==> src/rtl/top_channel_receiver.sv <==
// Receiver for the 2-bit serial top channel. Detects a start marker,
// deserialises BEATS data beats LSB-beat-first into a shadow register,
// checks the 2-bit XOR parity beat and publishes the value on top.
//
// Ports:
//   clock       - system clock, rising edge
//   rst         - synchronous active-low reset
//   topChannel  - serial input: 00 idle, 11 start, then data beats, then parity
//   top         - last correctly received value, held until replaced
//   topValid    - set when a frame passes parity, cleared by next start marker
//   newTop      - one-cycle pulse when top is updated
//   receiving   - high from start marker until the parity beat is checked
//   parityError - sticky parity mismatch flag, cleared by next start marker
module top_channel_receiver #(
  parameter int unsigned TOP_BITS = 128
) (
  input  logic                clock,
  input  logic                rst,
  input  logic [1:0]          topChannel,
  output logic [TOP_BITS-1:0] top,
  output logic                topValid,
  output logic                newTop,
  output logic                receiving,
  output logic                parityError
);

  localparam int unsigned BEATS = TOP_BITS / 2;
  localparam int unsigned CNT_W = (BEATS > 1) ? $clog2(BEATS) : 1;

  localparam logic [1:0] IDLE   = 2'd0;
  localparam logic [1:0] DATA   = 2'd1;
  localparam logic [1:0] PARITY = 2'd2;

  logic [1:0]          state, state_n;
  logic [CNT_W-1:0]    cnt, cnt_n;
  logic [TOP_BITS-1:0] shadow, shadow_n;
  logic [1:0]          par, par_n;
  logic [TOP_BITS-1:0] top_n;
  logic                valid_n, newtop_n, recv_n, perr_n;

  // State and datapath registers
  always_ff @(posedge clock) begin
    if (!rst) begin
      state       <= IDLE;
      cnt         <= '0;
      shadow      <= '0;
      par         <= '0;
      top         <= '0;
      topValid    <= 1'b0;
      newTop      <= 1'b0;
      receiving   <= 1'b0;
      parityError <= 1'b0;
    end else begin
      state       <= state_n;
      cnt         <= cnt_n;
      shadow      <= shadow_n;
      par         <= par_n;
      top         <= top_n;
      topValid    <= valid_n;
      newTop      <= newtop_n;
      receiving   <= recv_n;
      parityError <= perr_n;
    end
  end

  // Next-state and next-output logic
  always_comb begin
    state_n  = state;
    cnt_n    = cnt;
    shadow_n = shadow;
    par_n    = par;
    top_n    = top;
    valid_n  = topValid;
    newtop_n = 1'b0;
    recv_n   = receiving;
    perr_n   = parityError;

    case (state)
      IDLE: begin
        if (topChannel == 2'b11) begin
          state_n = DATA;
          cnt_n   = '0;
          par_n   = '0;
          recv_n  = 1'b1;
          valid_n = 1'b0;
          perr_n  = 1'b0;
        end
      end
      DATA: begin
        // Shift right so the first beat ends up in the lowest bits
        shadow_n = {topChannel, shadow[TOP_BITS-1:2]};
        par_n    = par ^ topChannel;
        if (cnt == CNT_W'(BEATS - 1)) begin
          state_n = PARITY;
        end else begin
          cnt_n = cnt + CNT_W'(1);
        end
      end
      PARITY: begin
        if (topChannel == par) begin
          top_n    = shadow;
          valid_n  = 1'b1;
          newtop_n = 1'b1;
        end else begin
          perr_n = 1'b1;
        end
        state_n = IDLE;
        recv_n  = 1'b0;
      end
      default: begin
        state_n = IDLE;
        recv_n  = 1'b0;
      end
    endcase
  end

endmodule

==> config.mk <==
export PLATFORM = sky130hd
export DESIGN_NAME = top_channel_receiver
export DESIGN_NICKNAME = d
export VERILOG_FILES = /design/src/rtl/top_channel_receiver.sv
export SDC_FILE = /design/constraint.sdc
export NUM_CORES = 1
export LEC_CHECK = 0
export ABC_CLOCK_PERIOD_IN_PS = 2040
export CORE_MARGIN = 2
export CORE_UTILIZATION = 40
export CTS_BUF_LIST = sky130_fd_sc_hd__clkbuf_8 sky130_fd_sc_hd__clkbuf_16
export DETAILED_ROUTE_END_ITERATION = 10
export PLACE_DENSITY = 0.58
export RECOVER_POWER = 25
export REMOVE_ABC_BUFFERS = 1
export SYNTH_ARGS = -nofsm -noshare
export SYNTH_HDL_FRONTEND = slang
export SYNTH_SLANG_ARGS = --single-unit
==> constraint.sdc <==
create_clock -name clock -period 2.04 [get_ports clock]
set_clock_uncertainty 0.05 [all_clocks]
set_input_delay 0.612 -clock clock [delete_from_list [all_inputs] [get_ports clock]]
set_output_delay 0.612 -clock clock [all_outputs]
set_load 0.01 [all_outputs]
==> results.md, run 1 <==
- Status: finished clean
- Distinct cell type count after synthesis: between 40 and 50
- Worst setup margin: 163 ps
- Layout Utilization: 0.501
- Final nets: 1,302
- Area Growth Syn to Fin: 23.2%
- PwrDens: 841 nW/um^2
- Syn_area_per_cell: about 8.6 sq um
- Power Total: 10.6 mW
- Worst slew margin: 0.630
- Final Setup Violations: 0
- Number of diodes: 0
- Register area share after synthesis: 0.529
- Gp weighted congestion: between 0.7 and 0.8
- Pleak: 4.69 nW
- Hold path depth: 2
- Multi-input logic area: approximately 4200 sq um
- CTS Buf Count: 29
- Routed wire length per instance: 13.0 um
- Fin. max-slew vios: 0
- Final Hold Vio Count: 0
- WL final: 21.5 mm
- Crit-path cells: dlygate4sd3_1 > xor2_1 > nor4_4 > buf_12 > buf_12 > mux2i_1
- Most common cell after layout, fill and taps aside: nand2_1
- Worst Path Required: ~2400 ps
- Initial antenna violation count: 1
- IR drop worst, VDD: roughly 0.00044 V
- I/O pins: 136
- Synthesis-stage register bit count: 270
- Crit start category: input port
- Longest Clk Path Bufs: 3
- R2r endpoint: shadow[18]$_SDFFE_PN0P_
- First-pass DRT Iterations: 4
- Mapped cell area: ~10,000 sq um
- Dpl hpwl: 13.5 mm
- Most frequent cells in the layout: 518 x nand2_1, 269 x dfxtp_1, 133 x a21oi_1
- Fill cells: 2,508
- CTS tree: done
- Number of synthesized flops with an enable pin: 0
- Hold Path Origin: top[110]$_SDFFE_PN0P_
- Max Cap Viol: 0
- Slowest cell on crit path: dlygate4sd3_1
- Overflow after GRT: 0
- Share of flip-flops with an asynchronous set or reset: 0
- Chip width: 164 um
- Final worst path period share: 0.920
- Synth Warn #: 0
- Primary FF master, synth: dfxtp_1
- Final Critical Period: 1880 ps
- Clk Latency, worst-skew pair: roughly 540 ps
- Core ar.: 25,100 sq um
- CP endpoint kind: flop
- Max incr delay on CP: roughly 570 ps
- Crit path DAT: 2280 ps
- Number of port buffers: 135
- Register area: 5410 sq um
- GRT Util Overall: 0.159
- R2R Setup Slk: 250 ps
- Post-placement cell count: ~1,600
- Least-Margin Pin Slew: around 550 ps
- Die height: 164 um
- Vias in the first global route: 7,384
- Cts hold-fix bufs: 0
- Cells after Synth: about 1,200
- FF-to-FF Start: state[0]$_SDFFE_PN0P_
- H-tree levels: 1
- Vias: 7,804
- Layout cell share with drive strength beyond 1: 0.0690
- Critical path type: in2reg
- Post-route ant nets: 0
- Row cnt: 58
- DR DRC count: 0
- Clock Pin Slew Worst Setup and Hold Paths: 60 ps
- Hold slack: around 400 ps
- Crit path top cell by count: buf_12
- DR iter-0 viols: 411
- CTS Root Cell: clkbuf_16
- Die area: between 20,000 and 30,000 sq um
- DP Worst Slack: -284 ps
- Vias per inst: approximately 4.7
- R2R depth: 5
- Fmax: 533 MHz
- Final std cells w/o fill: 1,648
- Max FO, Critical Path: 19
- Initial Utilization: 0.407
- Worst min-delay path category: reg2reg
- Clock Sinks: 270
- RSZ-0062 raised after global routing: no
- Hold endpoint: top[110]$_SDFFE_PN0P_
- Largest net degree at the start of global routing: 98
- First-pass GRT wire length: 35.8 mm
## sequential cells by signal (all words and copies together) (netlist names)
register and cells:
receiving 1, newTop 1, parityError 1, topValid 1, shadow 128, par 2
top 128, cnt 6, state 2
## layer usage
| layer | share of wire | GRT usage |
|---|---|---|
| met5 | 0 | 0 |
| met1 | 0.49 | 0.217 |
| met2 | 0.44 | 0.261 |
| met4 | 0.011 | 0.0323 |
| met3 | 0.053 | 0.0313 |
## cell families (layout without fill, tap and decap cells)
logic type / count (synthesis) / count (layout) / synth area share
AO/OA/AOI/OAI: 150 / 150 / 0.0790
multiplexers: 129 / 129 / 0.126
AND/OR/NAND/NOR: 535 / 535 / 0.202
buffers and inverters: 97 / 230 / 0.0584
XOR/XNOR: 3 / 3 / 0.00331
flip-flops: 270 / 270 / 0.529
adder cells (fa/ha/maj): 1 / 1 / 0.00122
## where the power goes
part | switching (mW) | internal, mW
clock | 2.07 | 2.88
combinational | 0.262 | 0.0752
sequential | 0.0111 | 5.28
total | 2.34 | 8.24
## layout make-up
cell class	instances	share of cell area
clock buffers	34	0.0631
multi-input cells	818	0.335
flip-flops and latches	270	0.429
repair buffers	172	0.128
inverters	6	0.00199
well taps	330	0.0328
clock inverters	18	0.00934
## worst max path at each step
| stage | slack, ps | cells after the start | start | to |
|---|---|---|---|---|
| 2_1_floorplan | -5060 | 3 | topChannel[0] | top[0]$_SDFFE_PN0P_ |
| 3_3_place_gp | -230 | 6 | topChannel[0] | top[1]$_SDFFE_PN0P_ |
| 3_5_place_dp | -280 | 6 | topChannel[0] | top[70]$_SDFFE_PN0P_ |
| 4_1_cts | 140 | 1 | top[76]$_SDFFE_PN0P_ | top[76] |
| 5_1_grt | 70 | 5 | state[0]$_SDFFE_PN0P_ | shadow[102]$_SDFFE_PN0P_ |
| 6_report | 160 | 6 | topChannel[0] | top[16]$_SDFFE_PN0P_ |
## Yosys cell counts, drive strengths merged, types with 2 or more instances
master / count / area share
xor2: 3 / 0.0033
dfxtp: 270 / 0.53
buf: 35 / 0.036
clkbuf: 56 / 0.021
mux2i: 129 / 0.13
inv: 6 / 0.0022
a211oi: 4 / 0.0029
nor4: 2 / 0.0027
a21oi: 133 / 0.065
nand2: 518 / 0.19
or3: 2 / 0.0012
nand3: 2 / 0.00098
and2: 3 / 0.0018
## metrics by stage
stage               setup TNS (ps)  cell area (sq um)
floorplan                 -1086050               9640
global placement            -26630              11900
detailed placement          -30830              11900
CTS                              0              12700
global route                     0              12600
finish                           0              12600
## what timing repair did
item | CTS | global route
endpoints found under the setup margin | 132 | 0
setup buffers | 0 | 0
resized for setup | 133 | 0
## critical path: cells and delay by family
family,cells,cell delay (ps)
buffers and inverters,3,990
AND/OR/NAND/NOR,1,270
XOR/XNOR,1,190
multiplexers,1,200
(Power assumes the default switching activity.)
==> run 2, diff against run 1 <==
Settings changed: ABC_CLOCK_PERIOD_IN_PS 2040 to 1750.
Clock period 2.04 ns to 1.75 ns, I/O delays scaled along.
==> results.md, run 2 (same netlist as run 1, synthesis figures left out) <==
- Status: finished clean
- Post-route ant nets: 0 (unchanged)
- Fill cells: 2,457 (-2.0%)
- First-pass GRT wire length: 36.0 mm (+0.65%)
- WL final: 21.8 mm (+1.6%)
- DR iter-0 viols: 499 (+21%)
- Crit-path cells: clkdlybuf4s15_1
- Hold slack: 370 ps (-31.3 ps)
- Number of diodes: 0 (unchanged)
- R2R Setup Slk: 160 ps (-90 ps)
- Chip width: 164 um (unchanged)
- Gp weighted congestion: 0.739 (-2.0%)
- R2r endpoint: top[58]$_SDFFE_PN0P_
- Overflow after GRT: 0 (unchanged)
- Longest Clk Path Bufs: 3 (unchanged)
- Initial antenna violation count: 0 (-1)
- Dpl hpwl: 13.6 mm (+0.81%)
- Number of port buffers: 135 (unchanged)
- Final Critical Period: 1710 ps
- Largest net degree at the start of global routing: 87 (-11%)
- Final Setup Violations: 0 (unchanged)
- Vias in the first global route: 7,327 (-0.77%)
- Die area: 26,800 sq um (unchanged)
- Power Total: 12.5 mW (+18%)
- Routed wire length per instance: 13.2 um (+1.4%)
- Initial Utilization: 0.407 (unchanged)
- Post-placement cell count: 1,601 (+0.31%)
- Hold endpoint: shadow[122]$_SDFFE_PN0P_
- R2R depth: 5 (unchanged)
- Final worst path period share: 0.979
- Crit start category: flop
- Fmax: 584 MHz
- Critical path type: reg2out
- CP endpoint kind: output pin
- Top delay family on crit path: flip-flops
- Top flop regs: shadow (128), top (128), cnt (6)
- Clock Pin Slew Worst Setup and Hold Paths: 60 ps (about the same)
- Area Growth Syn to Fin: 24.9%
- CTS tree: done
- Max FO, Critical Path: 2 (-17)
- PwrDens: 980 nW/um^2 (+17%)
- Final std cells w/o fill: 1,651 (+0.18%)
- Max Cap Viol: 0 (unchanged)
- IR drop worst, VDD: 0.000498 V (+13%)
- Die height: 164 um (unchanged)
- I/O pins: 136 (unchanged)
- Final nets: 1,307 (+0.38%)
- Layout cell share with drive strength beyond 1: 0.123 (+0.0543)
- Core ar.: 25,100 sq um (unchanged)
- Crit path DAT: 1140 ps (-1140 ps)
- Hold Path Origin: rst
- Clock Sinks: 270 (unchanged)
- Cts hold-fix bufs: 0 (unchanged)
- Worst slew margin: 0.727 (+0.0969)
- Area after DPL: 12,000 sq um (+0.42%)
- FF-to-FF Start: par[0]$_SDFFE_PN0P_
- Final Hold Vio Count: 0 (unchanged)
- Least-Margin Pin Slew: 409 ps (-145 ps)
- CTS Buf Count: 29 (unchanged)
- Max incr delay on CP: 360 ps (-210 ps)
- Worst Path Required: 1170 ps (-1270 ps)
- Hold path depth: 3 (+1)
- Vias per inst: 4.78 (+1.0%)
- GRT Util Overall: 0.160 (+0.00136)
- Fin. max-slew vios: 0 (unchanged)
- Most common cell after layout, fill and taps aside: nand2_1
- Most frequent cells in the layout: 518 x nand2_1, 251 x dfxtp_1, 133 x a21oi_1
- Stages on the worst setup path: 1 (-5)
- CTS Root Cell: clkbuf_16
- Clk Latency, worst-skew pair: 530 ps (about the same)
- RSZ-0062 raised after global routing: yes
- CP bufs+invs: 1 (-2)
- DR DRC count: 0 (unchanged)
- Row cnt: 58 (unchanged)
- H-tree levels: 1 (unchanged)
- First-pass DRT Iterations: 4 (unchanged)
- Slowest cell on crit path: dfxtp_1
- Worst min-delay path category: in2reg
- Pleak: 4.36 nW (-6.9%)
- Fin area: 12,800 sq um (+1.4%)
- Vias: 7,900 (+1.2%)
## run 2: layout make-up
type	instances	area, sq um	share of cell area
clock inverter	12	91.3	0.00716
sequential	270	5430	0.425
clock buffer	38	850	0.0666
multi-input combinational	818	4230	0.331
inverter	6	25.0	0.00196
timing repair buffer	177	1730	0.135
tap	330	413	0.0324
## run 2: timing repair
action | 4_1_cts | 5_1_grt
endpoints found under the setup margin | 132 | 92
resized for setup | 213 | 91
setup buffers | 0 | 0
## run 2: worst max-delay path by stage
| stage | startpoint | end | slack [ps] |
|---|---|---|---|
| after global placement | topChannel[0] | top[8]$_SDFFE_PN0P_ | -440 |
| after CTS | top[50]$_SDFFE_PN0P_ | top[50] | 0.3 |
| after global routing | topChannel[0] | top[8]$_SDFFE_PN0P_ | -20 |
| after floorplan | topChannel[0] | top[0]$_SDFFE_PN0P_ | -5270 |
| final | top[72]$_SDFFE_PN0P_ | top[72] | 40 |
| after detailed placement | topChannel[0] | top[48]$_SDFFE_PN0P_ | -490 |
## run 2: worst register-to-register path, stage by stage, from the launching register on
cell,delay [ps]
dfxtp_1,350
xor2_2,200
nor4_4,270
buf_12,230
buf_12,210
mux2i_1,210
## run 2: per-layer routing
layer  track usage  share of wire  up-vias
met1         0.218           0.49     3671
li1              -              -     4068
met5             0              0        -
met2         0.262           0.45      132
met4        0.0379          0.018        0
met3        0.0318          0.046       29
## run 2: stage by stage
stage                     setup slack [ps]  utilization  setup TNS [ps]
after floorplan                      -5270            -        -1152490
after global placement                -439        0.476          -54520
after detailed placement              -486        0.476          -58950
after CTS                            0.330        0.511               0
after global routing                 -18.4        0.508           -47.4
final                                 37.6        0.508               0
## run 2: where the power goes
part	switching, mW	total [mW]	internal [mW]
clock	2.40	5.92	3.52
sequential	0.0118	6.17	6.16
combinational	0.313	0.422	0.109
==> run 3, diff against run 2 <==
Settings changed: CTS_CLUSTER_SIZE from default to 16.
==> results.md, run 3 (same netlist as run 1, synthesis figures left out) <==
- Area Growth Syn to Fin: 25.5%
- Die height: 164 um (unchanged)
- Top flop regs: shadow (128), top (128), cnt (6)
- Vias per inst: 4.76 (-0.50%)
- Clk pwr share: 0.464 (-0.009)
- Fill cells: 2,453 (-0.16%)
- Most frequent cells in the layout: 518 x nand2_1, 251 x dfxtp_1, 133 x a21oi_1
- Clock Pin Slew Worst Setup and Hold Paths: 60 ps (about the same)
- Fmax: 583 MHz (-0.25%)
- Overflow after GRT: 0 (unchanged)
- Post-route ant nets: 0 (unchanged)
- CTS tree: done
- Top delay family on crit path: flip-flops
- R2R depth: 6 (+1)
- Final Hold Vio Count: 0 (unchanged)
- CP bufs+invs: 1 (unchanged)
- Gp weighted congestion: 0.739 (unchanged)
- Vias: 7,875 (-0.32%)
- IR drop worst, VDD: 0.000674 V (+35%)
- Worst min-delay path category: in2reg
- WL final: 22.0 mm (+0.88%)
- Clock Sinks: 270 (unchanged)
- Row cnt: 58 (unchanged)
- Hold path depth: 3 (unchanged)
- Crit-path cells: dlygate4sd2_1
- Sw Share: 0.217 (-0.000351)
- DR iter-0 viols: 447 (-10%)
- Power Total: 12.3 mW (-1.7%)
- FF-to-FF Start: par[0]$_SDFFE_PN0P_
- Worst Path Required: 1170 ps (about the same)
- Fin. max-slew vios: 0 (unchanged)
- CTS Root Cell: clkbuf_16
- Setup_tns: 0 ps (unchanged)
- Max FO, Critical Path: 2 (unchanged)
- Clk Latency, worst-skew pair: 530 ps (about the same)
- Most common cell after layout, fill and taps aside: nand2_1
- Hold endpoint: cnt[5]$_SDFFE_PN0P_
- Register area: 5430 sq um (unchanged)
- DR DRC count: 0 (unchanged)
- Final Setup Violations: 0 (unchanged)
- Multi-input logic area: 4220 sq um (-0.12%)
- Status: finished clean
- GRT Util Overall: 0.161 (+0.000485)
- Area after DPL: 12,000 sq um (unchanged)
- Initial Utilization: 0.407 (unchanged)
- Core ar.: 25,100 sq um (unchanged)
- Longest Clk Path Bufs: 3 (unchanged)
- Routed wire length per instance: 13.3 um (+0.70%)
- Max Cap Viol: 0 (unchanged)
- R2r endpoint: top[74]$_SDFFE_PN0P_
- Number of port buffers: 135 (unchanged)
- PwrDens: 959 nW/um^2 (-2.1%)
- Hold Path Origin: rst
- First-pass DRT Iterations: 7 (+3)
- Number of diodes: 0 (unchanged)
- Hold slack: 376 ps (+6.43 ps)
- NetSw: 2.67 mW (-1.8%)
- Fin area: 12,800 sq um (+0.45%)
- Pleak: 4.41 nW (+1.0%)
- H-tree levels: 1 (unchanged)
- Largest net degree at the start of global routing: 87 (unchanged)
- CTS Buf Count: 29 (unchanged)
- R2R Setup Slk: 50 ps (-110 ps)
- Max incr delay on CP: 350 ps (about the same)
- Vias in the first global route: 7,265 (-0.85%)
- Chip width: 164 um (unchanged)
- Critical path type: reg2out
- Least-Margin Pin Slew: 406 ps (-2.81 ps)
- Slowest cell on crit path: dfxtp_1
- First-pass GRT wire length: 36.1 mm (about the same)
- Final Critical Period: 1720 ps (+4.28 ps)
- Dpl hpwl: 13.6 mm (unchanged)
- Final nets: 1,310 (+0.23%)
- Comb power frac: 0.034 (about the same)
- Final worst path period share: 0.981 (+0.00245)
- Int Pwr: 9.63 mW (-1.6%)
- Cts hold-fix bufs: 0 (unchanged)
- Worst slew margin: 0.729 (+0.00187)
- Seq pwr share: 0.502 (+0.009)
- CP endpoint kind: output pin
- Initial antenna violation count: 0 (unchanged)
- Layout cell share with drive strength beyond 1: 0.117 (-0.00632)
- Die area: 26,800 sq um (unchanged)
- I/O pins: 136 (unchanged)
- Crit start category: flop
- Crit path DAT: 1140 ps (about the same)
run 3: metal layers:
metal,vias up,share of wire,global-route usage
li1,4067,-,-
met1,3638,0.49,0.221
met2,142,0.45,0.262
met3,28,0.050,0.0323
met4,0,0.016,0.0339
met5,-,0,0
run 3: cell type report:
| class | count | share of cell area |
|---|---|---|
| inverters | 6 | 0.00195 |
| clock buffers | 38 | 0.0663 |
| repair buffers | 180 | 0.142 |
| flip-flops and latches | 270 | 0.423 |
| clock inverters | 12 | 0.00420 |
| well taps | 330 | 0.0322 |
| multi-input cells | 818 | 0.329 |
run 3: power by group through the flow:
stage	logic (mW)	clock network (mW)	registers, mW
5_1_grt	0.468	6.13	6.17
2_1_floorplan	0.148	0	6.30
4_1_cts	0.433	5.91	6.17
6_report	0.424	5.71	6.17
3_5_place_dp	0.433	0	6.30
3_3_place_gp	0.436	0	6.30
run 3: what timing repair did:
action	4_1_cts	5_1_grt
setup buffers	0	1
pin swaps	0	1
endpoints found under the setup margin	132	89
gates resized for setup	202	93
gates cloned	0	2
run 3: how the worst max path moves through the flow:
stage                     slack (ps)                   end  cells past startpoint                  start
after floorplan                -5270   top[0]$_SDFFE_PN0P_                      3          topChannel[0]
after global placement          -440   top[8]$_SDFFE_PN0P_                      6          topChannel[0]
after detailed placement        -490  top[48]$_SDFFE_PN0P_                      6          topChannel[0]
after CTS                        0.7              top[127]                      1  top[127]$_SDFFE_PN0P_
after global routing             -20  top[36]$_SDFFE_PN0P_                      6    par[0]$_SDFFE_PN0P_
final                             30              top[124]                      1  top[124]$_SDFFE_PN0P_
run 3: stage by stage:
| stage | setup slack (ps) | std cells | utilization |
|---|---|---|---|
| 2_1_floorplan | -5270 | 1094 | - |
| 3_3_place_gp | -439 | 1601 | 0.476 |
| 3_5_place_dp | -486 | 1601 | 0.476 |
| 4_1_cts | 0.695 | 1651 | 0.509 |
| 5_1_grt | -21.5 | 1654 | 0.511 |
| 6_report | 33.3 | 1654 | 0.511 |
